--- src/rtl/div_clk_pkg.sv ---
// Shared types and defaults for the divided-clock producer/consumer pair.
package div_clk_pkg;

  typedef enum logic [1:0] {
    IDLE  = 2'd0,
    SEEK  = 2'd1,
    TRACK = 2'd2,
    LOCK  = 2'd3
  } monitor_state_t;

  // Must track the divider's divide ratio and the consumer synchroniser depth.
  localparam int DEF_EXPECTED_PERIOD = 3;
  localparam int DEF_SYNC_STAGES     = 2;

endpackage

--- src/rtl/sync_edge_detect.sv ---
// Multi-flop synchroniser for a slow clock plus a registered rising-edge detector.
module sync_edge_detect
  import div_clk_pkg::*;
#(
  parameter int SYNC_STAGES = DEF_SYNC_STAGES
) (
  input  logic clkin,
  input  logic reset,
  input  logic hold,
  input  logic d,
  output logic rise
);

  logic [SYNC_STAGES-1:0] sync_q;
  logic [SYNC_STAGES-1:0] sync_d;
  logic                   sync_out;
  logic                   prev_q;
  logic                   prev_d;
  logic                   rise_q;
  logic                   rise_d;

  assign sync_out = sync_q[SYNC_STAGES-1];

  // hold keeps prev at 0 so a level already high is seen as a fresh edge on release
  always_comb begin
    sync_d = {sync_q[SYNC_STAGES-2:0], d};
    if (hold) begin
      prev_d = 1'b0;
    end else begin
      prev_d = sync_out;
    end
    rise_d = sync_out & ~prev_q;
  end

  always_ff @(posedge clkin or posedge reset) begin
    if (reset) begin
      sync_q <= '0;
      prev_q <= 1'b0;
      rise_q <= 1'b0;
    end else begin
      sync_q <= sync_d;
      prev_q <= prev_d;
      rise_q <= rise_d;
    end
  end

  assign rise = rise_q;

endmodule

--- src/rtl/div_clock_monitor.sv ---
// Fast-domain monitor for a divided clock: edge enable, period measurement,
// lock tracking and saturating error statistics.
module div_clock_monitor
  import div_clk_pkg::*;
#(
  parameter int EXPECTED_PERIOD = DEF_EXPECTED_PERIOD,
  parameter int TOLERANCE       = 0,
  parameter int LOCK_COUNT      = 4,
  parameter int SYNC_STAGES     = DEF_SYNC_STAGES,
  parameter int CW              = 8,
  parameter int ECW             = 8
) (
  input  logic           clkin,
  input  logic           reset,
  input  logic           div_clk_in,
  input  logic           enable,
  input  logic           err_clr,
  output logic           edge_pulse,
  output logic [CW-1:0]  period,
  output logic           period_valid,
  output logic           locked,
  output logic           err,
  output logic [ECW-1:0] err_count
);

  localparam int          LO_I   = EXPECTED_PERIOD - TOLERANCE;
  localparam int          LO     = (LO_I < 0) ? 0 : LO_I;
  localparam int          HI     = EXPECTED_PERIOD + TOLERANCE;
  localparam logic [CW:0] LO_B   = (CW+1)'(LO);
  localparam logic [CW:0] HI_B   = (CW+1)'(HI);
  localparam int          GW     = $clog2(LOCK_COUNT + 1);
  localparam logic [GW-1:0] LOCK_N = GW'(LOCK_COUNT);

  monitor_state_t state_q;
  monitor_state_t state_d;
  logic [CW-1:0]  cnt_q;
  logic [CW-1:0]  cnt_d;
  logic [GW-1:0]  good_cnt_q;
  logic [GW-1:0]  good_cnt_d;
  logic [GW-1:0]  good_inc;
  logic           rise;
  logic           hold_idle;
  logic [CW:0]    meas_ext;
  logic [CW-1:0]  period_meas;
  logic           good;
  logic           timeout;
  logic           err_evt;
  logic           upd;

  logic           edge_pulse_q;
  logic           edge_pulse_d;
  logic [CW-1:0]  period_q;
  logic [CW-1:0]  period_d;
  logic           period_valid_q;
  logic           period_valid_d;
  logic           locked_q;
  logic           locked_d;
  logic           err_q;
  logic           err_d;
  logic [ECW-1:0] err_count_q;
  logic [ECW-1:0] err_count_d;

  assign hold_idle = (state_q == IDLE);

  sync_edge_detect #(
    .SYNC_STAGES(SYNC_STAGES)
  ) u_sync (
    .clkin (clkin),
    .reset (reset),
    .hold  (hold_idle),
    .d     (div_clk_in),
    .rise  (rise)
  );

  // Period is cnt+1 because cnt restarts at 0 the cycle after a rise.
  always_comb begin
    meas_ext    = {1'b0, cnt_q} + (CW+1)'(1);
    period_meas = meas_ext[CW] ? {CW{1'b1}} : meas_ext[CW-1:0];
    good        = ({1'b0, period_meas} >= LO_B) && ({1'b0, period_meas} <= HI_B);
    timeout     = ({1'b0, cnt_q} == HI_B) && !rise;
    good_inc    = good_cnt_q + GW'(1);
  end

  always_comb begin
    if (state_q == IDLE) begin
      cnt_d = '0;
    end else if (rise) begin
      cnt_d = '0;
    end else if (cnt_q == {CW{1'b1}}) begin
      cnt_d = cnt_q;
    end else begin
      cnt_d = cnt_q + CW'(1);
    end
  end

  always_comb begin
    state_d    = state_q;
    good_cnt_d = good_cnt_q;
    err_evt    = 1'b0;
    upd        = 1'b0;
    case (state_q)
      IDLE: begin
        state_d    = SEEK;
        good_cnt_d = '0;
      end
      SEEK: begin
        if (rise) begin
          state_d = TRACK;
        end else begin
          state_d = SEEK;
        end
      end
      TRACK: begin
        if (rise) begin
          upd = 1'b1;
          if (!good) begin
            good_cnt_d = '0;
          end else if (good_inc == LOCK_N) begin
            state_d    = LOCK;
            good_cnt_d = '0;
          end else begin
            good_cnt_d = good_inc;
          end
        end else begin
          good_cnt_d = good_cnt_q;
        end
      end
      LOCK: begin
        upd = rise;
        // A missing edge trips the timeout once; leaving LOCK stops it repeating.
        if ((rise && !good) || timeout) begin
          err_evt    = 1'b1;
          state_d    = TRACK;
          good_cnt_d = '0;
        end else begin
          state_d = LOCK;
        end
      end
      default: begin
        state_d    = IDLE;
        good_cnt_d = '0;
      end
    endcase
    if (!enable) begin
      state_d    = IDLE;
      good_cnt_d = '0;
      err_evt    = 1'b0;
      upd        = 1'b0;
    end else begin
      state_d = state_d;
    end
  end

  always_comb begin
    edge_pulse_d   = rise && enable && (state_q != IDLE);
    period_valid_d = upd;
    period_d       = upd ? period_meas : period_q;
    locked_d       = (state_d == LOCK);
    err_d          = err_evt;
    if (err_clr) begin
      err_count_d = err_evt ? ECW'(1) : '0;
    end else if (err_evt && (err_count_q != {ECW{1'b1}})) begin
      err_count_d = err_count_q + ECW'(1);
    end else begin
      err_count_d = err_count_q;
    end
  end

  always_ff @(posedge clkin or posedge reset) begin
    if (reset) begin
      state_q        <= IDLE;
      cnt_q          <= '0;
      good_cnt_q     <= '0;
      edge_pulse_q   <= 1'b0;
      period_q       <= '0;
      period_valid_q <= 1'b0;
      locked_q       <= 1'b0;
      err_q          <= 1'b0;
      err_count_q    <= '0;
    end else begin
      state_q        <= state_d;
      cnt_q          <= cnt_d;
      good_cnt_q     <= good_cnt_d;
      edge_pulse_q   <= edge_pulse_d;
      period_q       <= period_d;
      period_valid_q <= period_valid_d;
      locked_q       <= locked_d;
      err_q          <= err_d;
      err_count_q    <= err_count_d;
    end
  end

  assign edge_pulse   = edge_pulse_q;
  assign period       = period_q;
  assign period_valid = period_valid_q;
  assign locked       = locked_q;
  assign err          = err_q;
  assign err_count    = err_count_q;

endmodule

--- config.mk ---
export PLATFORM = sky130hd
export DESIGN_NAME = div_clock_monitor
export DESIGN_NICKNAME = d
export VERILOG_FILES = /design/src/rtl/div_clk_pkg.sv /design/src/rtl/sync_edge_detect.sv /design/src/rtl/div_clock_monitor.sv
export SDC_FILE = /design/constraint.sdc
export NUM_CORES = 1
export LEC_CHECK = 0
export CORE_MARGIN = 5
export CORE_UTILIZATION = 55
export DETAILED_ROUTE_END_ITERATION = 8
export PLACE_DENSITY_LB_ADDON = 0.1
export SETUP_SLACK_MARGIN = 0.15
export SLEW_MARGIN = 10
export SYNTH_ARGS = -nofsm -noshare
export SYNTH_HDL_FRONTEND = slang
export SYNTH_SLANG_ARGS = --single-unit
--- constraint.sdc ---
create_clock -name clkin -period 2.6 [get_ports clkin]
set_clock_uncertainty 0.05 [all_clocks]
set_input_delay 0.52 -clock clkin [delete_from_list [all_inputs] [get_ports clkin]]
set_output_delay 0.52 -clock clkin [all_outputs]
set_load 0.02 [all_outputs]
; After elaboration in Yosys (flattened, before gate mapping)
; Cells that the tools add are included.
[classes]
add_sub_neg = 4
n_lt_le_gt_ge = 2
n_eq_ne = 12
mux = 27
bitwise_logic = 2
n_reduce_logical = 13
[op_table]
columns = op, count
row1 = two-way mux 8 bit, 6
row2 = "adder 8 x 1 -> 8 bit, second input constant", 2
row3 = two-way mux 3 bit, 5
row4 = two-way mux 2 bit, 5
row5 = "adder 8 x 1 -> 9 bit, second input constant", 1
row6 = case mux 3 bit (3 select lines), 1
row7 = "equality test 8 x 2 -> 1 bit, second input constant", 1
row8 = "equality test 8 bit, second input constant", 1
row9 = "greater-or-equal comparator 8 x 2 -> 1 bit, second input constant", 1
row10 = "less-or-equal comparator 8 x 2 -> 1 bit, second input constant", 1
row11 = two-way mux 1 bit, 8
row12 = "inequality test 8 bit, second input constant", 1
row13 = case mux 2 bit (4 select lines), 1
row14 = "equality test 2 bit, second input constant", 3
row15 = logical AND 1 bit, 6
row16 = "inequality test 3 x 2 -> 1 bit, second input constant", 2
row17 = "inequality test 4 x 1 -> 1 bit, second input constant", 1
row18 = nonzero test 2 bit, 2
row19 = "adder 3 x 1 -> 3 bit, second input constant", 1
row20 = "equality test 3 bit, second input constant", 1
row21 = "inequality test 3 bit, second input constant", 1
row22 = AND reduction 3 bit, 1
row23 = "equality test 2 x 1 -> 1 bit, second input constant", 1
row24 = logical NOT 1 bit, 2
row25 = 5 further kinds, 5
[totals]
regBits = 37
input_bits = 5
out_inout_bits = 20

; Longest topological paths before layout
[depth]
ltp_word = 13
ltp_mapped = 7

; By module
; Synthesis repeated with hierarchy kept, for this count alone.
[hier_totals]
hier_cells = 200
hier_area_um2 = 1951.9
[modules_own_cells]
columns = module, instances, cells_per_inst, area_each_um2, seq_area_each_um2
row1 = div_clock_monitor, 1, 193, 1820.5, 825.8
row2 = sync_edge_detect, 1, 7, 131.4, 100.1

; Worst setup path after synthesis
; OpenSTA, ideal clock, no wires.
[synth_timing]
path_type = register to register
startpoint = register cnt_q[0]
endpoint = register err_count_q[7], in the netlist err_count[7]
t_arrival_ns = 2.067
slack_ns = 0.356
path_stages_with_launch = 7
period_less_slack_ns = 2.244
path_cell_list = dfrtp_1 ha_1 or4b_4 or2_1 buf_6 a211oi_1 mux2_1
[synth_via]
elab_chain_cells = 12
[synth_rtl]
columns = item, line
row1 = "start, declared", div_clock_monitor.sv:36  ; logic [CW-1:0] cnt_q;
row2 = "start signal, assigned", div_clock_monitor.sv:182  ; cnt_q <= cnt_d;
row3 = adder 8 x 1 -> 9 bit, div_clock_monitor.sv:77  ; meas_ext = {1'b0, cnt_q} + (CW+1)'(1);
row4 = two-way mux 8 bit, div_clock_monitor.sv:78  ; period_meas = meas_ext[CW] ? {CW{1'b1}} : meas_ext[CW-1:0];
row5 = greater-or-equal comparator 8 x 2 -> 1 bit / less-or-equal comparator 8 x 2 -> 1 bit (equally long branches), div_clock_monitor.sv:79  ; good = ({1'b0, period_meas} >= LO_B) && ({1'b0, period_meas} <= HI_B);
row6 = logical AND 1 bit, div_clock_monitor.sv:79
row7 = logical NOT 1 bit, div_clock_monitor.sv:131  ; if ((rise && !good) || timeout) begin
row8 = logical AND 1 bit, div_clock_monitor.sv:131
row9 = logical OR 1 bit *, div_clock_monitor.sv:131
row10 = two-way mux 1 bit *, div_clock_monitor.sv:131
row11 = two-way mux 1 bit *, div_clock_monitor.sv:101  ; case (state_q)
row12 = two-way mux 1 bit *, div_clock_monitor.sv:144  ; if (!enable) begin
row13 = logical AND 1 bit *, div_clock_monitor.sv:162  ; end else if (err_evt && (err_count_q != {ECW{1'b1}})) begin
row14 = nonzero test 2 bit (no line) *, n/a
row15 = "end signal, assigned", div_clock_monitor.sv:189  ; err_count_q <= err_count_d;
row16 = "end, declared", div_clock_monitor.sv:60  ; logic [ECW-1:0] err_count_q;
; Mark *: on every way between the ends. The rest lies on a longest branch, timed or not.
; A chain may end at the register's enable or synchronous reset.

; Worst setup path after layout
[layout_timing]
startpoint = register cnt_q[0]
endpoint = register err_count_q[0], in the netlist err_count[0]
[layout_via]
elab_chain_cells = 12
[layout_rtl]
columns = item, line
row1 = adder 8 x 1 -> 9 bit, div_clock_monitor.sv:77
row2 = two-way mux 8 bit, div_clock_monitor.sv:78
row3 = greater-or-equal comparator 8 x 2 -> 1 bit / less-or-equal comparator 8 x 2 -> 1 bit (equally long branches), div_clock_monitor.sv:79
row4 = logical AND 1 bit, div_clock_monitor.sv:79
row5 = logical NOT 1 bit, div_clock_monitor.sv:131
row6 = logical AND 1 bit, div_clock_monitor.sv:131
row7 = logical OR 1 bit *, div_clock_monitor.sv:131
row8 = two-way mux 1 bit *, div_clock_monitor.sv:131
row9 = two-way mux 1 bit *, div_clock_monitor.sv:101
row10 = two-way mux 1 bit *, div_clock_monitor.sv:144
row11 = two-way mux 1 bit / logical AND 1 bit (equally long branches), "div_clock_monitor.sv:161, div_clock_monitor.sv:162"
row12 = two-way mux 8 bit / nonzero test 2 bit (equally long branches), n/a
; Marked as above.

==> qor.tcl <==
set qor(run_status) {completed}
set qor(tritoncts_clock_tree) {built}
set qor(final_layout_size_suffix_gt1_share_pct) 14.7
set qor(floorplan.die.width_um) 70.2
set qor(r2r_slack_ns) 0.27
set qor(detailedRoute.firstIterationViolations) 79
set qor(cts.clk_slew.worst_paths_ns) 0.10
set qor(clock_latency_ns) 0.33
set qor(layout_common_cells) {sky130_fd_sc_hd__dfrtp_1 (35), sky130_fd_sc_hd__clkdlybuf4s50_1 (24), sky130_fd_sc_hd__nor2_1 (23), sky130_fd_sc_hd__nand2_1 (15), sky130_fd_sc_hd__nor2b_1 (11)}
set qor(hold_viol) 0
set qor(placedCellCount) 265
set qor(number_of_global_route_vias_before_repair) 1565
set qor(clockRootBuffer) {sky130_fd_sc_hd__clkbuf_4}
set qor(final.hold.worst_slack_ns) 0.306
set qor(synthDistinctLibCells) 47
set qor(netSwitchingFraction_pct) 27.9
set qor(fin_crit_sh_pct) 89.6
set qor(die-height_um) 70.2
set qor(grt_pass1_wl_um) 6950
set qor(std_cell_rows) 21
set qor(critical_path_peak_fanout) 9
set qor(grt_use_total_pct) 17.4
set qor(total_leakage_power_nw) 1.08
set qor(timing_worst_setup_path_type) {register to register}
set qor(irDropWorstVdd_uv) 333
set qor(total_switching_power_w) 0.000321
set qor(relSlewSlack_pct) 57.9
set qor(grt_antenna_before_repair) 0
set qor(area_delta_synth_final_pct) 20.4
set qor(cts-htree-levels) 2
set qor(number_of_enable_type_register_cells_in_the_synthesized_netlist) 0
set qor(logic_pwr_share_pct) 18.9
set qor(tritoncts_num_sinks) 37
set qor(mappedNetlistNets) 209
set qor(clockPowerShare_pct) 26.1
set qor(detail-route-antenna-nets) 0
set qor(critPathRequiredTime_ns) 2.78
set qor(unrepaired_setup_endpoints_after_global_routing) {false}
set qor(async_flop_share_pct) 100
set qor(final-instance-count-excl-fill) 278
set qor(fp.dieArea_um2) 4930
set qor(maximum_number_of_pins_on_one_net_before_global_route_repair) 38
set qor(cts_max_path_buffers) 2
set qor(cellInternalPower_w) 0.000830
set qor(mostFrequentLayoutCell) {sky130_fd_sc_hd__dfrtp_1}
set qor(cp-start-kind) {register}
set qor(antenna_cells) 0
set qor(setup-violations-final) 0
set qor(synth_sequential_area_ratio_pct) 46.5
set qor(synth_top_cell_area_share_pct) 46.5
set qor(library_cell_appearing_most_often_on_the_critical_path) {sky130_fd_sc_hd__buf_4}
set qor(globalRouteOverflowTotal) 0
set qor(slowest_stage) {sky130_fd_sc_hd__dfrtp_2}
set qor(fraction_of_power_consumed_by_sequential_logic_pct) 55.0
set qor(max_slew.worst_pin.slew_ns) 0.630
set qor(routed_via_density) 5.67
set qor(predominant_post_synthesis_flop_cell) {sky130_fd_sc_hd__dfrtp_1}
set qor(drt_first_pass_iters) 4
set qor(post_synth_main_area_contributors) {sky130_fd_sc_hd__dfrtp_1 (46%), sky130_fd_sc_hd__nor2_1 (4.5%), sky130_fd_sc_hd__nor2b_1 (3.5%), sky130_fd_sc_hd__a211oi_2 (3.1%), sky130_fd_sc_hd__ha_1 (3.1%)}
set qor(setup_ws_ns) 0.272
set qor(fillers) 260
set qor(final_net_count) 242
set qor(cp-end-kind) {register}
set qor(drv_slew) 0
set qor(start_util_pct) 58.3
set qor(post_synth_inst_count) 199
set qor(place.detailed.hpwl_um) 2910
set qor(drt-wirelength-per-cell_um) 14.2
set qor(drv_cap) 0
set qor(cellPowerDensity_nw_per_um2) 480
set qor(cts_bufs_inserted) 5
set qor(drt_wl_total_um) 3960
set qor(critical_path_arrival_ns) 2.51
set qor(finalCriticalPeriod_ns) 2.33
set qor(place_ws_ns) 0.0905
set qor(synth_largest_area_cell) {sky130_fd_sc_hd__dfrtp_1}
set qor(detail_route.drc_violations) 0
set qor(cts_hold_buffers_added) 0
set qor(timing.fmax_ghz) 0.429
set qor(yosys_register_bits) 37
set qor(gpl.final_weighted_congestion) 0.943
set qor(critPathMaxStageDelay_ns) 0.48
set qor(synthesis.area_per_instance_um2) 10.0
set qor(syn_area_um2) 1990
set qor(ys.warnings.count) 0
set qor(worst_hold_class) {register to register}
set qor(core_region_area_um2) 3420
set qor(vias) 1576
set qor(path_cells) {ha_1, xor2_1, a2111oi_4, o2111a_2, buf_4, buf_4, a21o_1, a221o_1}
set qor(port_buffers) 24
set qor(io-pin-count) 25
set qor(timing.setup.tns_ns) 0
[layer usage]
metal / part of all wire (%) / track usage [%] / vias up
met3: 4.0 / 3.87 / 10
met1: 46 / 22.1 / 749
met4: 2.2 / 8.30 / 0
li1: - / - / 785
met2: 48 / 28.1 / 32
met5: 0 / 0 / -
[synthesized netlist by cell type, types with 3 or more instances]
master,number
sky130_fd_sc_hd__dfrtp_1,37
sky130_fd_sc_hd__nor2_1,24
sky130_fd_sc_hd__nand2_1,15
sky130_fd_sc_hd__nor2b_1,11
sky130_fd_sc_hd__nand3_1,8
sky130_fd_sc_hd__o21ai_0,7
sky130_fd_sc_hd__a21oi_1,6
sky130_fd_sc_hd__inv_1,6
sky130_fd_sc_hd__a211oi_2,5
sky130_fd_sc_hd__ha_1,5
sky130_fd_sc_hd__mux2_1,5
sky130_fd_sc_hd__nor3_1,5
sky130_fd_sc_hd__clkbuf_1,4
sky130_fd_sc_hd__mux2i_1,4
sky130_fd_sc_hd__nand4_1,4
sky130_fd_sc_hd__o21ai_1,4
sky130_fd_sc_hd__a211oi_1,3
sky130_fd_sc_hd__a21o_1,3
sky130_fd_sc_hd__and3_1,3
sky130_fd_sc_hd__and4_1,3
sky130_fd_sc_hd__nand2b_1,3
sky130_fd_sc_hd__xor2_1,3
[timing repair]
action | CTS | global route
pin swaps | 1 | 1
setup endpoints to repair | 5 | 10
gates cloned | 0 | 0
setup buffers | 4 | 2
resized for setup | 1 | 5
[cells by family after synthesis]
group / Yosys count / synth area share [%]
compound gates: 44 / 17.1
xor+xnor: 5 / 2.20
fa+ha+maj: 5 / 3.14
buf+inv: 13 / 3.27
flops: 37 / 46.5
mux: 10 / 5.40
simple gates: 85 / 22.4
[through the flow]
| step | area (um2) | util, % | power [W] |
|---|---|---|---|
| floorplan | 1990 | - | 0.000763 |
| global placement | 2270 | 66.4 | 0.000819 |
| detailed placement | 2270 | 66.4 | 0.000827 |
| CTS | 2360 | 69.0 | 0.00115 |
| global route | 2400 | 70.2 | 0.00121 |
| finish | 2400 | 70.2 | 0.00115 |
[final cells by class]
cell class / count / area (um2) / share of cell area (%)
sequential: 37 / 928 / 38.7
timing repair buffer: 33 / 308 / 12.8
tap: 46 / 57.6 / 2.40
inverter: 6 / 22.5 / 0.939
clock buffer: 7 / 55.1 / 2.30
multi-input combinational: 149 / 1030 / 42.8
[flip-flops by register name, summed over array words and instances, names as in the netlist]
name,count
period,8
err_count,8
u_sync.prev_q,1
u_sync.rise,1
period_valid,1
u_sync.sync_q,2
state_q,2
edge_pulse,1
cnt_q,8
err,1
locked,1
good_cnt_q,3
[worst max-delay path, delay by kind of cell (launching register included)]
family,cells,cell delay [ns]
DFF,1,0.48
xor gates and xnor gates,1,0.36
AOI/OAI and AO/OA,4,0.79
adders and majority gates,1,0.27
buffers and inverters,2,0.27
[worst paths after layout]
check	cells past startpoint	startpoint	to
setup / recovery	8	cnt_q[0]	err_count[0]
hold / removal	0	u_sync.sync_q[0]	u_sync.sync_q[1]
setup reg to reg	8	cnt_q[0]	err_count[0]
hold reg to reg	0	u_sync.sync_q[0]	u_sync.sync_q[1]
max in group asynchronous	3	reset	cnt_q[0]
min in group asynchronous	3	reset	period[2]
[power groups by stage]
stage | sequential [W] | combinational [W] | clock, W
5_1_grt | 0.000638 | 0.000239 | 0.000337
4_1_cts | 0.000633 | 0.000204 | 0.000310
3_5_place_dp | 0.000644 | 0.000183 | 0
3_3_place_gp | 0.000641 | 0.000178 | 0
2_1_floorplan | 0.000651 | 0.000112 | 0
6_report | 0.000633 | 0.000218 | 0.000300
Note: power is estimated with default switching activity, not from simulation.
